<file path="config.mk">
export PLATFORM = sky130hd
export DESIGN_NAME = spidergon_packetizer
export DESIGN_NICKNAME = d
export VERILOG_FILES = /design/src/rtl/spidergon_packetizer.sv
export SDC_FILE = /design/constraint.sdc
export NUM_CORES = 1
export LEC_CHECK = 0
export ABC_AREA = 1
export BUFFER_PORTS_ARGS = -buffer_cell sky130_fd_sc_hd__buf_2
export CELL_PAD_IN_SITES_DETAIL_PLACEMENT = 0
export CELL_PAD_IN_SITES_GLOBAL_PLACEMENT = 1
export CORE_ASPECT_RATIO = 0.6
export CORE_MARGIN = 2
export CORE_UTILIZATION = 36
export CTS_CLUSTER_SIZE = 24
export DETAILED_ROUTE_END_ITERATION = 12
export GPL_TIMING_DRIVEN = 0
export PLACE_DENSITY = 0.87
export SLEW_MARGIN = 40
export SYNTH_ARGS = -nofsm -noshare
export SYNTH_HDL_FRONTEND = slang
export SYNTH_SLANG_ARGS = --single-unit
</file>
<file path="constraint.sdc">
create_clock -name clk -period 2.5 [get_ports clk]
set_clock_uncertainty 0.1 [all_clocks]
set_input_delay 0.375 -clock clk [delete_from_list [all_inputs] [get_ports clk]]
set_output_delay 0.375 -clock clk [all_outputs]
set_load 0.005 [all_outputs]
</file>
<file path="src/rtl/spidergon_packetizer.sv">
// spidergon_packetizer: CPU-side injection front end of one spidergon node.
// Turns a packet command plus a payload word stream into typed flits
// (HEADER/HEAD/BODY/TAIL) for the node's local injection port. It honours the
// node's per-VC head readiness and its ON/OFF vc_full flow control.
//
// Handshakes: a command transfers when cmd_valid && cmd_ready. A payload word
// transfers when pld_valid && pld_ready. A flit transfers ("fires") when
// flit_out_valid is high, the packet's VC is not full and, for head-type
// flits only, the node reports ready on that VC. While flit_out_valid is high
// and the flit has not fired, flit_out holds steady.
module spidergon_packetizer #(
    parameter int NUM_OF_NODES            = 8,
    parameter int FLIT_DATA_WIDTH         = 16,
    parameter int NUM_OF_VIRTUAL_CHANNELS = 2,
    parameter int MAX_PKT_WORDS           = 4,
    parameter int NODE_IDENTIFIER         = 0,
    localparam int DEST_NODE_WIDTH  = $clog2(NUM_OF_NODES),
    localparam int FLIT_TOTAL_WIDTH = 2 + FLIT_DATA_WIDTH,
    localparam int VC_WIDTH         = (NUM_OF_VIRTUAL_CHANNELS > 1) ? $clog2(NUM_OF_VIRTUAL_CHANNELS) : 1,
    localparam int LEN_WIDTH        = $clog2(MAX_PKT_WORDS + 1)
) (
    input  logic                               clk,
    input  logic                               reset,
    input  logic                               cmd_valid,
    output logic                               cmd_ready,
    input  logic [DEST_NODE_WIDTH-1:0]         cmd_dest,
    input  logic [VC_WIDTH-1:0]                cmd_vc,
    input  logic [LEN_WIDTH-1:0]               cmd_len,
    input  logic                               pld_valid,
    output logic                               pld_ready,
    input  logic [FLIT_DATA_WIDTH-1:0]         pld_data,
    output logic [FLIT_TOTAL_WIDTH-1:0]        flit_out,
    output logic                               flit_out_valid,
    input  logic [NUM_OF_VIRTUAL_CHANNELS-1:0] node_is_ready,
    input  logic [NUM_OF_VIRTUAL_CHANNELS-1:0] node_vc_full,
    output logic                               busy,
    output logic                               pkt_sent,
    output logic                               err_bad_cmd,
    output logic [1:0]                         dbg_state
);

    typedef enum logic [1:0] {
        S_IDLE    = 2'd0,
        S_HEAD    = 2'd1,
        S_PAYLOAD = 2'd2,
        S_DROP    = 2'd3
    } state_e;

    localparam logic [1:0] T_HEADER = 2'b11;
    localparam logic [1:0] T_HEAD   = 2'b01;
    localparam logic [1:0] T_BODY   = 2'b10;
    localparam logic [1:0] T_TAIL   = 2'b00;

    localparam logic [DEST_NODE_WIDTH-1:0] SRC_ID   = DEST_NODE_WIDTH'(NODE_IDENTIFIER);
    localparam logic [LEN_WIDTH-1:0]       LEN_ONE  = LEN_WIDTH'(1);
    localparam logic [LEN_WIDTH-1:0]       LEN_MAX  = LEN_WIDTH'(MAX_PKT_WORDS);

    state_e                        state_q, state_d;
    logic [FLIT_TOTAL_WIDTH-1:0]   flit_q, flit_d;
    logic                          flit_valid_q, flit_valid_d;
    logic [VC_WIDTH-1:0]           cur_vc_q, cur_vc_d;
    logic [LEN_WIDTH-1:0]          len_q, len_d;
    logic [LEN_WIDTH-1:0]          words_left_q, words_left_d;
    logic                          err_q, err_d;

    logic [FLIT_DATA_WIDTH-1:0]    head_data;
    logic                          dest_out_of_range;
    logic                          bad_cmd;
    logic                          flit_is_head;
    logic                          flit_is_last;
    logic                          fire;
    logic                          reload;

    // Destinations past the ring end are only possible when the dest field has spare codes.
    if ((1 << DEST_NODE_WIDTH) > NUM_OF_NODES) begin : g_dest_range
        assign dest_out_of_range = (int'(cmd_dest) >= NUM_OF_NODES);
    end else begin : g_dest_full
        assign dest_out_of_range = 1'b0;
    end

    // Head/HEADER data field: vc, dest, source id, then zero padding.
    always_comb begin
        head_data = '0;
        head_data[FLIT_DATA_WIDTH-1 -: VC_WIDTH]                          = cmd_vc;
        head_data[FLIT_DATA_WIDTH-1-VC_WIDTH -: DEST_NODE_WIDTH]          = cmd_dest;
        head_data[FLIT_DATA_WIDTH-1-VC_WIDTH-DEST_NODE_WIDTH -: DEST_NODE_WIDTH] = SRC_ID;
    end

    assign bad_cmd = (cmd_len > LEN_MAX) || (cmd_dest == SRC_ID) || dest_out_of_range;

    // HEAD (01) and HEADER (11) share type bit 0; HEADER and TAIL end a packet.
    assign flit_is_head = flit_q[FLIT_TOTAL_WIDTH-2];
    assign flit_is_last = flit_q[FLIT_TOTAL_WIDTH-1] == flit_q[FLIT_TOTAL_WIDTH-2];
    assign fire   = flit_valid_q && !node_vc_full[cur_vc_q] && (!flit_is_head || node_is_ready[cur_vc_q]);
    assign reload = !flit_valid_q || fire;

    // Next-state, output-register reload and handshake strobes.
    always_comb begin
        state_d      = state_q;
        flit_d       = flit_q;
        flit_valid_d = flit_valid_q;
        cur_vc_d     = cur_vc_q;
        len_d        = len_q;
        words_left_d = words_left_q;
        err_d        = 1'b0;
        cmd_ready    = 1'b0;
        pld_ready    = 1'b0;

        case (state_q)
            S_IDLE: begin
                cmd_ready = reset;
                if (cmd_valid && reset) begin
                    if (bad_cmd) begin
                        err_d        = 1'b1;
                        words_left_d = cmd_len;
                        state_d      = (cmd_len == '0) ? S_IDLE : S_DROP;
                    end else begin
                        cur_vc_d     = cmd_vc;
                        len_d        = cmd_len;
                        flit_d       = {(cmd_len == '0) ? T_HEADER : T_HEAD, head_data};
                        flit_valid_d = 1'b1;
                        state_d      = S_HEAD;
                    end
                end
            end

            S_HEAD: begin
                if (fire) begin
                    if (len_q == '0) begin
                        flit_valid_d = 1'b0;
                        state_d      = S_IDLE;
                    end else begin
                        // The head-fire cycle already takes the first word so flits stay back-to-back.
                        pld_ready = 1'b1;
                        state_d   = S_PAYLOAD;
                        if (pld_valid) begin
                            flit_d       = {(len_q == LEN_ONE) ? T_TAIL : T_BODY, pld_data};
                            flit_valid_d = 1'b1;
                            words_left_d = len_q - LEN_ONE;
                        end else begin
                            flit_valid_d = 1'b0;
                            words_left_d = len_q;
                        end
                    end
                end
            end

            S_PAYLOAD: begin
                if (fire && flit_is_last) begin
                    flit_valid_d = 1'b0;
                    state_d      = S_IDLE;
                end else if (reload) begin
                    pld_ready = (words_left_q != '0);
                    if (pld_ready && pld_valid) begin
                        flit_d       = {(words_left_q == LEN_ONE) ? T_TAIL : T_BODY, pld_data};
                        flit_valid_d = 1'b1;
                        words_left_d = words_left_q - LEN_ONE;
                    end else begin
                        flit_valid_d = 1'b0;
                    end
                end
            end

            S_DROP: begin
                pld_ready = 1'b1;
                if (pld_valid) begin
                    words_left_d = words_left_q - LEN_ONE;
                    if (words_left_q == LEN_ONE) begin
                        state_d = S_IDLE;
                    end
                end
            end

            default: state_d = S_IDLE;
        endcase
    end

    // State and datapath registers, asynchronously cleared.
    always_ff @(posedge clk or negedge reset) begin
        if (!reset) begin
            state_q      <= S_IDLE;
            flit_q       <= '0;
            flit_valid_q <= 1'b0;
            cur_vc_q     <= '0;
            len_q        <= '0;
            words_left_q <= '0;
            err_q        <= 1'b0;
        end else begin
            state_q      <= state_d;
            flit_q       <= flit_d;
            flit_valid_q <= flit_valid_d;
            cur_vc_q     <= cur_vc_d;
            len_q        <= len_d;
            words_left_q <= words_left_d;
            err_q        <= err_d;
        end
    end

    assign flit_out       = flit_q;
    assign flit_out_valid = flit_valid_q;
    assign busy           = (state_q != S_IDLE);
    assign pkt_sent       = fire && flit_is_last;
    assign err_bad_cmd    = err_q;
    assign dbg_state      = state_q;

endmodule

</file>
; ---- After elaboration in Yosys (flattened, before gate mapping)
; Index checks and enable logic that the tools add are counted.
[classes]
addsub = 2
order_cmp = 2
n_eq_ne = 19
mux = 53
bitwise = 1
reduce_logical = 23
[op_table]
columns = cell, count
row1 = $mux 18, 8
row2 = $pmux 18 s3, 1
row3 = $mux 3, 9
row4 = $ne 2x2->1 const B, 12
row5 = $mux 2, 11
row6 = $mux 1, 20
row7 = $pmux 3 s4, 1
row8 = $reduce_and 5->1, 2
row9 = $logic_not 3->1, 3
row10 = $reduce_and 9->1, 1
row11 = $pmux 2 s4, 1
row12 = $reduce_and 8->1, 1
row13 = $eq 3x1->1 const B, 2
row14 = $pmux 1 s3, 2
row15 = $reduce_bool 3->1, 2
row16 = $sub 3x1->3 const B, 2
row17 = $logic_and 1x1->1, 5
row18 = $eq 2x2->1 const B, 2
row19 = $gt 3x3->1 const B, 1
row20 = $logic_not 1->1, 3
row21 = $logic_or 1x1->1, 3
row22 = $ne 3x3->1 const B, 1
row23 = $reduce_and 3->1, 1
row24 = $eq 2x1->1 const B, 1
row25 = 5 further kinds, 5
[word_totals]
register_bits = 29
in_bits = 31
out_inout_bits = 26
wordCells = 107

; ---- Depth between registers and ports, before layout
; Gate-level depths: netlist (run 1).
[depth]
word_depth = 9
mapped_depth = 12
depth_no_buf = 11

; ---- Worst setup path before layout (run 1)
; No wires, ideal clock.
[synth_path]
path_kind = register to register
startpoint = register state_q[0], in the netlist dbg_state[0]
endpoint = register flit_q[16], in the netlist flit_out[16]
setup_ns = 0.117
arrival_time_ns = 1.665
t_required_ns = 2.283
setup_slack_ns = 0.618
stages_incl_launch_ff = 13
path_buffers = 2
synth_period_minus_slack_ns = 1.882
cell_sequence = dfrtp_1 inv_1 ha_1 buf_2 nand2_1 nand2_1 a21oi_2 nand2_4 nor2_8 nand2_4 buf_6 nand2_1 nand2_1
[synth_via]
elab_chain_len = 3
word_cells_on_any_way = 14
classes_between = 10 x eq/ne / 1 x mux / 3 x reduce/logical
[synth_rtl]
columns = item, line_no
row1 = from (decl), 58  ; state_e state_q, state_d;
row2 = from (signal assigned), 189  ; state_q <= state_d;
row3 = $eq 2x2->1 (tied with other cells), 109  ; case (state_q)
row4 = $ne 2x2->1 (no line) or $reduce_bool 3->1 (tied branches), -
row5 = $reduce_and 9->1 (no line), -
row6 = to (signal assigned), 190  ; flit_q <= flit_d;
row7 = to (decl), 59  ; logic [FLIT_TOTAL_WIDTH-1:0] flit_q, flit_d;
; Parallel ways exist; a longest one is shown, timed or not.
; A chain may end at the register's enable or synchronous reset.

; ---- Worst setup path after layout (run 1)
[layout_path]
startpoint = register state_q[1], in the netlist dbg_state[1]
endpoint = output pld_ready
[layout_via]
elab_chain_len = 2
word_cells_on_any_way = 4
classes_between = 3 x eq/ne / 1 x mux
[layout_rtl]
columns = item, line_no
row1 = $eq 2x2->1 or $eq 2x1->1 (tied branches), 109
row2 = $pmux 1 s3 (*), 109
row3 = to (decl), 30  ; output logic pld_ready,
; Every way passes the cells marked *; elsewhere a longest branch is shown, timed or not.

==> parameters.txt, run 1 <==
Parameter                              Value

Outcome
  Status    complete, no violations

Worst setup path
  Series of cell instances along the critical path    inv_1 > ha_1 > nand2_1 > o21ai_0 > nor2_1 > nor2_1 > buf_2
  Reg-to-Reg Start    dbg_state[1]
  Most frequent CP cell    sky130_fd_sc_hd__nor2_1
  Gate family responsible for the most delay along the worst path    flip-flops
  Type of origin of the critical path    register
  Data required, critical path    2030 ps
  Kind of critical path    register to primary output
  Internal reg-to-reg setup slack    360 ps
  Arrival time reported for the critical path endpoint    1680 ps
  Standard cell with the maximum stage delay on the critical path    sky130_fd_sc_hd__dfrtp_1
  Cell count of the worst reg-to-reg path    7
  CP endpoint kind    primary output
  Critical path fanouts, max    6
  Maximum single-stage delay on the critical path    420 ps
  Buffers & Inverters on Critical Path    2
  Terminus of the critical flop-to-flop path    flit_out[10]

Clock network
  Postcts setup bufs    0
  Sink Count    29
  Number of gates resized after CTS    0
  Clock transition at the register clock pins on the worst setup and hold paths after CTS    60 ps
  Clock tree from TritonCTS    yes
  Quantity of hold-fixing buffers added after cts    0
  Inserted Clock Buffers    5
  Clk Latency, worst-skew pair    280 ps
  Bufs on Longest Clock Path    2
  Number of H-tree levels    2
  Root buffer cell    sky130_fd_sc_hd__clkbuf_8

Final layout
  Fill cell instance count of the final layout    549
  Post-route design area    0.002369 sq mm
  Total inserted antenna cells    0
  Growth of design area from synthesis to finish    23.08%
  Layout cell share with drive strength beyond 1    23.30%
  Nets    380
  Post-layout instance count excluding filler cells    405

Routing
  Via density per instance    4.832
  Initial DRC Count    124
  Final Routed Wirelength    5205 um
  Vias after detailed routing    1957
  Detailed-route DRC error count    0
  First-pass detailed-route iteration total    5
  Routed len/inst    12.85 um
  Number of nets with antenna violations after routing    0

Timing
  Final Setup Violations    0
  Post-route setup TNS    0 ps
  Max-slew violation count    0
  Min cycle time layout    2156 ps
  Fmax    463.9 MHz
  Slew @ Worst Pin    705.5 ps
  Worst rel slew slack    52.96%
  Unrepaired setup endpoints after global routing    no
  Final Hold Viols    0
  Period Utilization, post-route    86.22%

Yosys
  Top cell type's share of synthesized area    37.71%
  Number of flip-flops and latches in the synthesized netlist    29
  Unique masters post-synth    25
  Post-synth ARST share    100.0%
  Most frequently used cell type in the post-synthesis netlist    sky130_fd_sc_hd__nand2_1
  Sequential share of the synthesized area    37.71%
  Leading post-synthesis cells by cell area    sky130_fd_sc_hd__dfrtp_1 38%, sky130_fd_sc_hd__nand2_1 17%, sky130_fd_sc_hd__nand3_1 7.8%, sky130_fd_sc_hd__ha_1 6.5%, sky130_fd_sc_hd__nor2_1 6.0%
  Post-synth top area cell    sky130_fd_sc_hd__dfrtp_1
  Top_reg_cell synth    sky130_fd_sc_hd__dfrtp_1
  Leading post-synthesis cells by instance count    88 x sky130_fd_sc_hd__nand2_1, 31 x sky130_fd_sc_hd__nor2_1, 30 x sky130_fd_sc_hd__nand3_1
  Cells after synthesis    277
  Post-synth EDFFs    0
  Number of nets in the synthesized netlist    318
  Post-Synthesis Mean Instance Area    6.947 sq um
  Number of synthesis warnings    0
  Mapped Area    0.001924 sq mm

Min path
  Class of the tightest hold or removal check    primary input to asynchronous set/reset pin

Die
  Die area    0.005965 sq mm
  Starting Density    37.70%
  Y dimension of the die    60.63 um
  Row count    20
  Count of boundary I/O pins    57
  Horiz. Die Dim    98.39 um
  Core area    0.005105 sq mm

Global routing
  Wire length of the first global-routing pass    8735 um
  Met2 demand-to-capacity share in global routing    24.68%
  Grt total ovfl    0
  Pin count of the biggest net entering global routing    32
  Aggregate global-route resource usage    18.96%
  Number of global-route vias before repair    1727
  Met3 track utilization from global routing    4.954%
  Highest-utilization routing layer at the global route stage    met1
  Initial antenna violation count    0
  M1 GR Usage    30.35%

Power and ir drop
  Pwr dens    1238 mW/mm^2
  Max VDD drop    0.0003769 V
  Overall Power    0.002932 W
  P_leak    1.364 nW

Job
  Max-cap violations    0

Placement
  Area after detailed placement    0.002282 sq mm
  Buffers on Ports    55
  Half-perimeter wire length of the detailed placement result    4026 um
  Cell count after placement    398
  Weighted congestion reported at the end of routability-driven placement    0.8915
report_power, final:
part           total (W)  internal, W  switching [W]  leakage [nW]
sequential      0.000757     0.000632       0.000125         0.373
combinational    0.00178     0.000635        0.00114         0.947
clock           0.000399     0.000218       0.000181        0.0443
worst max path at each step:
stage	start	end	slack [ps]	cells after the start
final	dbg_state[1]	pld_ready	340	7
after CTS	dbg_state[1]	pld_ready	300	7
after global routing	reset	flit_out[12]	100	11
after floorplan	dbg_state[0]	flit_out[16]	620	12
after global placement	reset	flit_out[9]	40	11
after detailed placement	reset	flit_out[8]	40	11
worst reg2reg max path: stages (launching register included):
cell	delay, ps
sky130_fd_sc_hd__dfrtp_1	410
sky130_fd_sc_hd__inv_1	80
sky130_fd_sc_hd__ha_1	270
sky130_fd_sc_hd__nor2_1	500
sky130_fd_sc_hd__clkbuf_1	430
sky130_fd_sc_hd__nor2_1	80
sky130_fd_sc_hd__nand3_1	110
sky130_fd_sc_hd__nand2_1	50
flip-flops by register name, summed over array words and instances, names as in the netlist:
signal          cells
flit_out           18
len_q               3
words_left_q        3
dbg_state           2
cur_vc_q            1
err_bad_cmd         1
flit_out_valid      1
area by class of cell:
type,count,area [sq um],share of cell area (%)
Multi-Input combinational cell,208,1030,43.48
Timing Repair Buffer,55,275.3,11.62
Tap cell,66,82.58,3.487
Buffer,10,56.30,2.377
Sequential cell,29,725.7,30.64
Clock buffer,7,86.33,3.645
Inverter,30,112.6,4.754
cells in the final DEF, fill, tap and decap left out, types with 2 or more instances in the layout:
cell type,synthesis,final
sky130_fd_sc_hd__a21oi_1,13,13
sky130_fd_sc_hd__buf_2,3,58
sky130_fd_sc_hd__buf_4,2,2
sky130_fd_sc_hd__clkbuf_1,4,5
sky130_fd_sc_hd__clkbuf_8,0,6
sky130_fd_sc_hd__dfrtp_1,29,29
sky130_fd_sc_hd__ha_1,10,10
sky130_fd_sc_hd__inv_1,29,29
sky130_fd_sc_hd__nand2_1,88,88
sky130_fd_sc_hd__nand2_2,3,3
sky130_fd_sc_hd__nand2_4,2,2
sky130_fd_sc_hd__nand3_1,30,30
sky130_fd_sc_hd__nor2_1,31,31
sky130_fd_sc_hd__nor2_4,2,2
sky130_fd_sc_hd__o21ai_0,12,12
sky130_fd_sc_hd__o21ai_1,4,4
sky130_fd_sc_hd__o22ai_1,5,5
sky130_fd_sc_hd__or2_2,2,2
per-stage QoR:
stage	util [%]	hold WS [ps]	worst slack (ps)
after floorplan	-	-20.59	617.8
after global placement	44.71	350.0	41.59
after detailed placement	44.71	355.0	39.03
after CTS	46.40	75.58	304.8
after global routing	46.40	103.6	104.7
final	46.40	40.77	344.4
logic make-up after synthesis:
group / share of synthesized area, %
simple gates: 36.61
buf+inv: 8.776
compound gates: 10.40
flops: 37.71
fa+ha+maj: 6.502
metal layers:
layer / part of all wire, % / wire length (um) / vias up
met3: 9.5 / 496 / 4
li1: - / - / 1002
met2: 36 / 1871 / 91
met5: 0 / 0 / -
met1: 54 / 2802 / 860
met4: 0.65 / 34 / 0
Note: power is estimated with default switching activity, not from simulation.
==> inputs of run 2 (changes only) <==
--- a/config.mk
+++ b/config.mk
@@ -6,7 +6,8 @@
 export NUM_CORES = 1
 export LEC_CHECK = 0
 export ABC_AREA = 1
-export BUFFER_PORTS_ARGS = -buffer_cell sky130_fd_sc_hd__buf_2
+export BUFFER_PORTS_ARGS = -buffer_cell sky130_fd_sc_hd__buf_4
+export CAP_MARGIN = 20
 export CELL_PAD_IN_SITES_DETAIL_PLACEMENT = 0
 export CELL_PAD_IN_SITES_GLOBAL_PLACEMENT = 1
 export CORE_ASPECT_RATIO = 0.6
@@ -16,6 +17,7 @@
 export DETAILED_ROUTE_END_ITERATION = 12
 export GPL_TIMING_DRIVEN = 0
 export PLACE_DENSITY = 0.87
+export SKIP_CTS_REPAIR_TIMING = 1
 export SLEW_MARGIN = 40
 export SYNTH_ARGS = -nofsm -noshare
 export SYNTH_HDL_FRONTEND = slang
==> parameters.txt, run 2 (synthesis gave the netlist of run 1 again) <==
Parameter                              Value

Worst setup path
  Cell count of the worst reg-to-reg path    12
  Critical path fanouts, max    5
  Internal reg-to-reg setup slack    370 ps
  Reg-to-Reg Start    dbg_state[0]
  Kind of critical path    register to primary output
  Standard cell with the maximum stage delay on the critical path    sky130_fd_sc_hd__dfrtp_1
  Arrival time reported for the critical path endpoint    1690 ps
  Terminus of the critical flop-to-flop path    flit_out[13]
  Series of cell instances along the critical path    nand2_1 > nand2_2 > o21ai_1 > o21ai_0 > nor2_1 > nor2_1 > nor2_1 > buf_4
  Type of origin of the critical path    register
  Data required, critical path    2030 ps
  CP endpoint kind    primary output
  Most frequent CP cell    sky130_fd_sc_hd__nor2_1
  Maximum single-stage delay on the critical path    430 ps

Routing
  Via density per instance    4.747
  First-pass detailed-route iteration total    4
  Initial DRC Count    117
  Vias after detailed routing    1932
  Number of nets with antenna violations after routing    0
  Final Routed Wirelength    5239 um
  Detailed-route DRC error count    0
  Routed len/inst    12.87 um

Clock network
  Clock tree from TritonCTS    yes
  Sink Count    29
  Bufs on Longest Clock Path    2
  Root buffer cell    sky130_fd_sc_hd__clkbuf_8
  Inserted Clock Buffers    5
  Number of H-tree levels    2
  Clk Latency, worst-skew pair    280 ps
  Clock transition at the register clock pins on the worst setup and hold paths after CTS    70 ps

Die
  Count of boundary I/O pins    57
  Row count    20
  Die area    0.005965 sq mm
  Core area    0.005105 sq mm
  Horiz. Die Dim    98.39 um
  Starting Density    37.70%
  Y dimension of the die    60.63 um

Timing
  Unrepaired setup endpoints after global routing    no
  Slew @ Worst Pin    558.4 ps
  Period Utilization, post-route    86.48%
  Worst rel slew slack    62.63%
  Max-slew violation count    0
  Min cycle time layout    2162 ps
  Setup slack after layout    338.0 ps
  Post-route setup TNS    0 ps
  Fmax    462.5 MHz
  Final Hold Viols    0
  Final Setup Violations    0

Global routing
  Grt total ovfl    0
  Wire length of the first global-routing pass    8535 um
  Number of global-route vias before repair    1711
  Aggregate global-route resource usage    18.44%
  Initial antenna violation count    0
  Pin count of the biggest net entering global routing    32

Final layout
  Max FFs per register    18
  Layout cell share with drive strength beyond 1    23.46%
  Most common library cell in the layout ignoring fill and taps    sky130_fd_sc_hd__nand2_1
  Commonest cells after routing, fill and taps aside    88 x sky130_fd_sc_hd__nand2_1, 57 x sky130_fd_sc_hd__buf_4, 31 x sky130_fd_sc_hd__nor2_1
  Nets    382
  Growth of design area from synthesis to finish    31.79%
  Share of the core filled with cells in the final layout    49.68%
  Total inserted antenna cells    0

Power and ir drop
  Overall Power    0.002995 W
  Pwr dens    1181 mW/mm^2
  Max VDD drop    0.0004000 V
  P_leak    1.408 nW

Min path
  Worst hold start    cmd_len[0]
  Class of the tightest hold or removal check    primary input to register
  Number of cells on the worst hold path    3
  Endpoint of the worst hold path    len_q[0]

Job
  Max-cap violations    0

Placement
  Weighted congestion reported at the end of routability-driven placement    0.9083
  Buffers on Ports    55
  Post-Place Worst Slack    319.5 ps
  Half-perimeter wire length of the detailed placement result    4030 um

Outcome
  Status    complete, no violations
-- run 2: worst max-delay path: cells and delay by family, from the launching register on --
kind / cells / cell delay [ps]
AND/OR/NAND/NOR: 5 / 470
flip-flops: 1 / 430
AO/OA/AOI/OAI: 2 / 380
buffers and inverters: 1 / 130
-- run 2: worst max-delay path by stage --
stage / from / end / slack, ps / cells after the start
6_report: cur_vc_q / pld_ready / 340 / 8
5_1_grt: dbg_state[0] / flit_out[5] / 170 / 7
4_1_cts: dbg_state[1] / pld_ready / 350 / 7
3_5_place_dp: reset / flit_out[13] / 320 / 11
3_3_place_gp: reset / flit_out[14] / 330 / 11
2_1_floorplan: dbg_state[0] / flit_out[16] / 620 / 12
-- run 2: area by class of cell --
cell class              count  area [sq um]
inverters                  30         112.6
fillers                   542          2569
well taps                  66         82.58
plain buffers              10         56.30
multi-input cells         208          1030
clock buffers               7         86.33
flip-flops and latches     29         725.7
repair buffers             57         442.9
-- run 2: metal layers --
layer  up-vias  wire, um  track usage [%]
li1       1006         -                -
met1       863      2805            30.20
met2        58      1931            23.81
met3         5       481            4.954
met4         0        21            2.935
met5         -         0                0
-- run 2: power breakdown --
| part | switching, W | internal [W] | total (W) |
|---|---|---|---|
| registers | 0.000128 | 0.000632 | 0.000759 |
| clock network | 0.000177 | 0.000218 | 0.000395 |
| logic | 0.00113 | 0.000715 | 0.00184 |
-- run 2: stage by stage --
step                      area [sq um]  instances  hold slack [ps]
after floorplan                   1924        277           -20.59
after global placement            2420        398            238.9
after detailed placement          2420        398            243.7
after CTS                         2506        405           -61.02
after global routing              2536        407            291.6
final                             2536        407            274.5
==> inputs of run 3 (changes only) <==
--- a/config.mk
+++ b/config.mk
@@ -11,7 +11,7 @@
 export CELL_PAD_IN_SITES_DETAIL_PLACEMENT = 0
 export CELL_PAD_IN_SITES_GLOBAL_PLACEMENT = 1
 export CORE_ASPECT_RATIO = 0.6
-export CORE_MARGIN = 2
+export CORE_MARGIN = 4
 export CORE_UTILIZATION = 36
 export CTS_CLUSTER_SIZE = 24
 export DETAILED_ROUTE_END_ITERATION = 12
==> constraint.sdc (replaced) <==
create_clock -name clk -period 2.2 [get_ports clk]
set_clock_uncertainty 0.1 [all_clocks]
set_input_delay 0.33 -clock clk [delete_from_list [all_inputs] [get_ports clk]]
set_output_delay 0.33 -clock clk [all_outputs]
set_load 0.005 [all_outputs]
==> parameters.txt, run 3 (synthesis gave the netlist of run 1 again) <==
Parameter                              Value

Timing
  Final Hold Viols    0
  Post-route worst hold slack    237.0 ps
  Slew @ Worst Pin    461.6 ps
  Worst rel slew slack    69.23%
  Period Utilization, post-route    94.10%
  Fmax    483.0 MHz
  Min cycle time layout    2070 ps
  Setup slack after layout    129.7 ps
  Final Setup Violations    0
  Max-slew violation count    0

Final layout
  Layout cell share with drive strength beyond 1    25.29%
  Commonest cells after routing, fill and taps aside    87 x sky130_fd_sc_hd__nand2_1, 60 x sky130_fd_sc_hd__buf_4, 30 x sky130_fd_sc_hd__nand3_1, 30 x sky130_fd_sc_hd__nor2_1
  Most common library cell in the layout ignoring fill and taps    sky130_fd_sc_hd__nand2_1
  Total inserted antenna cells    0
  Growth of design area from synthesis to finish    33.68%
  Nets    385
  Share of the core filled with cells in the final layout    50.39%
  Max FFs per register    18

Routing
  Via density per instance    4.700
  Vias after detailed routing    1927
  Detailed-route DRC error count    0
  Routed len/inst    13.36 um
  Initial DRC Count    116
  Number of nets with antenna violations after routing    0
  First-pass detailed-route iteration total    4
  Final Routed Wirelength    5479 um

Placement
  Weighted congestion reported at the end of routability-driven placement    0.8895
  Post-Place Worst Slack    62.23 ps
  Half-perimeter wire length of the detailed placement result    4161 um
  Buffers on Ports    55

Die
  Starting Density    37.70%
  Y dimension of the die    64.63 um
  Row count    20
  Horiz. Die Dim    102.4 um
  Die area    0.006617 sq mm
  Count of boundary I/O pins    57
  Core area    0.005105 sq mm

Clock network
  Number of H-tree levels    2
  Clk Latency, worst-skew pair    270 ps
  Bufs on Longest Clock Path    2
  Sink Count    29
  Clock transition at the register clock pins on the worst setup and hold paths after CTS    70 ps
  Clock tree from TritonCTS    yes
  Inserted Clock Buffers    5
  Root buffer cell    sky130_fd_sc_hd__clkbuf_8

Power and ir drop
  Pwr dens    1362 mW/mm^2
  P_leak    1.423 nW
  Max VDD drop    0.0004624 V
  Overall Power    0.003504 W

Worst setup path
  Kind of critical path    register to register
  Critical path fanouts, max    10
  Most frequent CP cell    sky130_fd_sc_hd__nand2_1
  Maximum single-stage delay on the critical path    410 ps
  Standard cell with the maximum stage delay on the critical path    sky130_fd_sc_hd__dfrtp_1
  Type of origin of the critical path    register
  Arrival time reported for the critical path endpoint    2140 ps
  Series of cell instances along the critical path    inv_1 > ha_1 > clkbuf_4 > nand2_2 > nand2_1 > a21oi_2 > nand2_4 > nor2_8 > nand2_4 > buf_6 > nand2_1 > nand2_1
  CP endpoint kind    register
  Data required, critical path    2270 ps

Global routing
  Pin count of the biggest net entering global routing    32
  Number of global-route vias before repair    1650
  Grt total ovfl    0
  Wire length of the first global-routing pass    8514 um
  Aggregate global-route resource usage    16.41%
  Initial antenna violation count    0

Outcome
  Status    complete, no violations

Job
  Max-cap violations    0

Min path
  Class of the tightest hold or removal check    primary input to register
-- run 3: power breakdown --
part           internal [W]  total [W]  switching [W]
registers          0.000718   0.000862       0.000144
logic              0.000871    0.00220        0.00133
clock network      0.000248   0.000446       0.000198
-- run 3: final cells by class --
type / count / area [sq um]
flip-flops and latches: 29 / 725.7
inverters: 30 / 112.6
clock buffers: 7 / 86.33
repair buffers: 60 / 465.4
multi-input cells: 208 / 1041
fillers: 516 / 2532
plain buffers: 10 / 58.81
well taps: 66 / 82.58
-- run 3: routing by layer --
layer | vias to the layer above | GRT usage, % | routed length (um)
met5 | - | 0 | 0
met4 | 0 | 1.473 | 0
met3 | 0 | 4.946 | 514
met2 | 60 | 20.39 | 1949
met1 | 852 | 27.54 | 3016
li1 | 1015 | - | -
-- run 3: worst paths after layout --
kind | slack [ps] | from | end | depth (start not counted)
min reg2reg | 370 | flit_out[11] | flit_out[11] | 2
min in group asynchronous | 480 | reset | len_q[2] | 3
min | 240 | cmd_len[0] | len_q[0] | 3
max | 130 | dbg_state[0] | flit_out[14] | 12
max in group asynchronous | 1340 | reset | flit_out[11] | 3
max reg2reg | 130 | dbg_state[0] | flit_out[14] | 12
-- run 3: critical path, delay by kind of cell (launching register included) --
kind / cells / cell delay, ps
flip-flops: 1 / 410
AO/OA/AOI/OAI: 1 / 150
adder cells (fa/ha/maj): 1 / 210
AND/OR/NAND/NOR: 7 / 640
buffers and inverters: 3 / 450
-- run 3: metrics by stage --
step / std cells / TNS (ps) / area (sq um)
global placement: 398 / 0 / 2420
floorplan: 277 / 0 / 1924
detailed placement: 398 / 0 / 2420
finish: 410 / 0 / 2572
CTS: 405 / 0 / 2506
global route: 410 / -74.96 / 2572
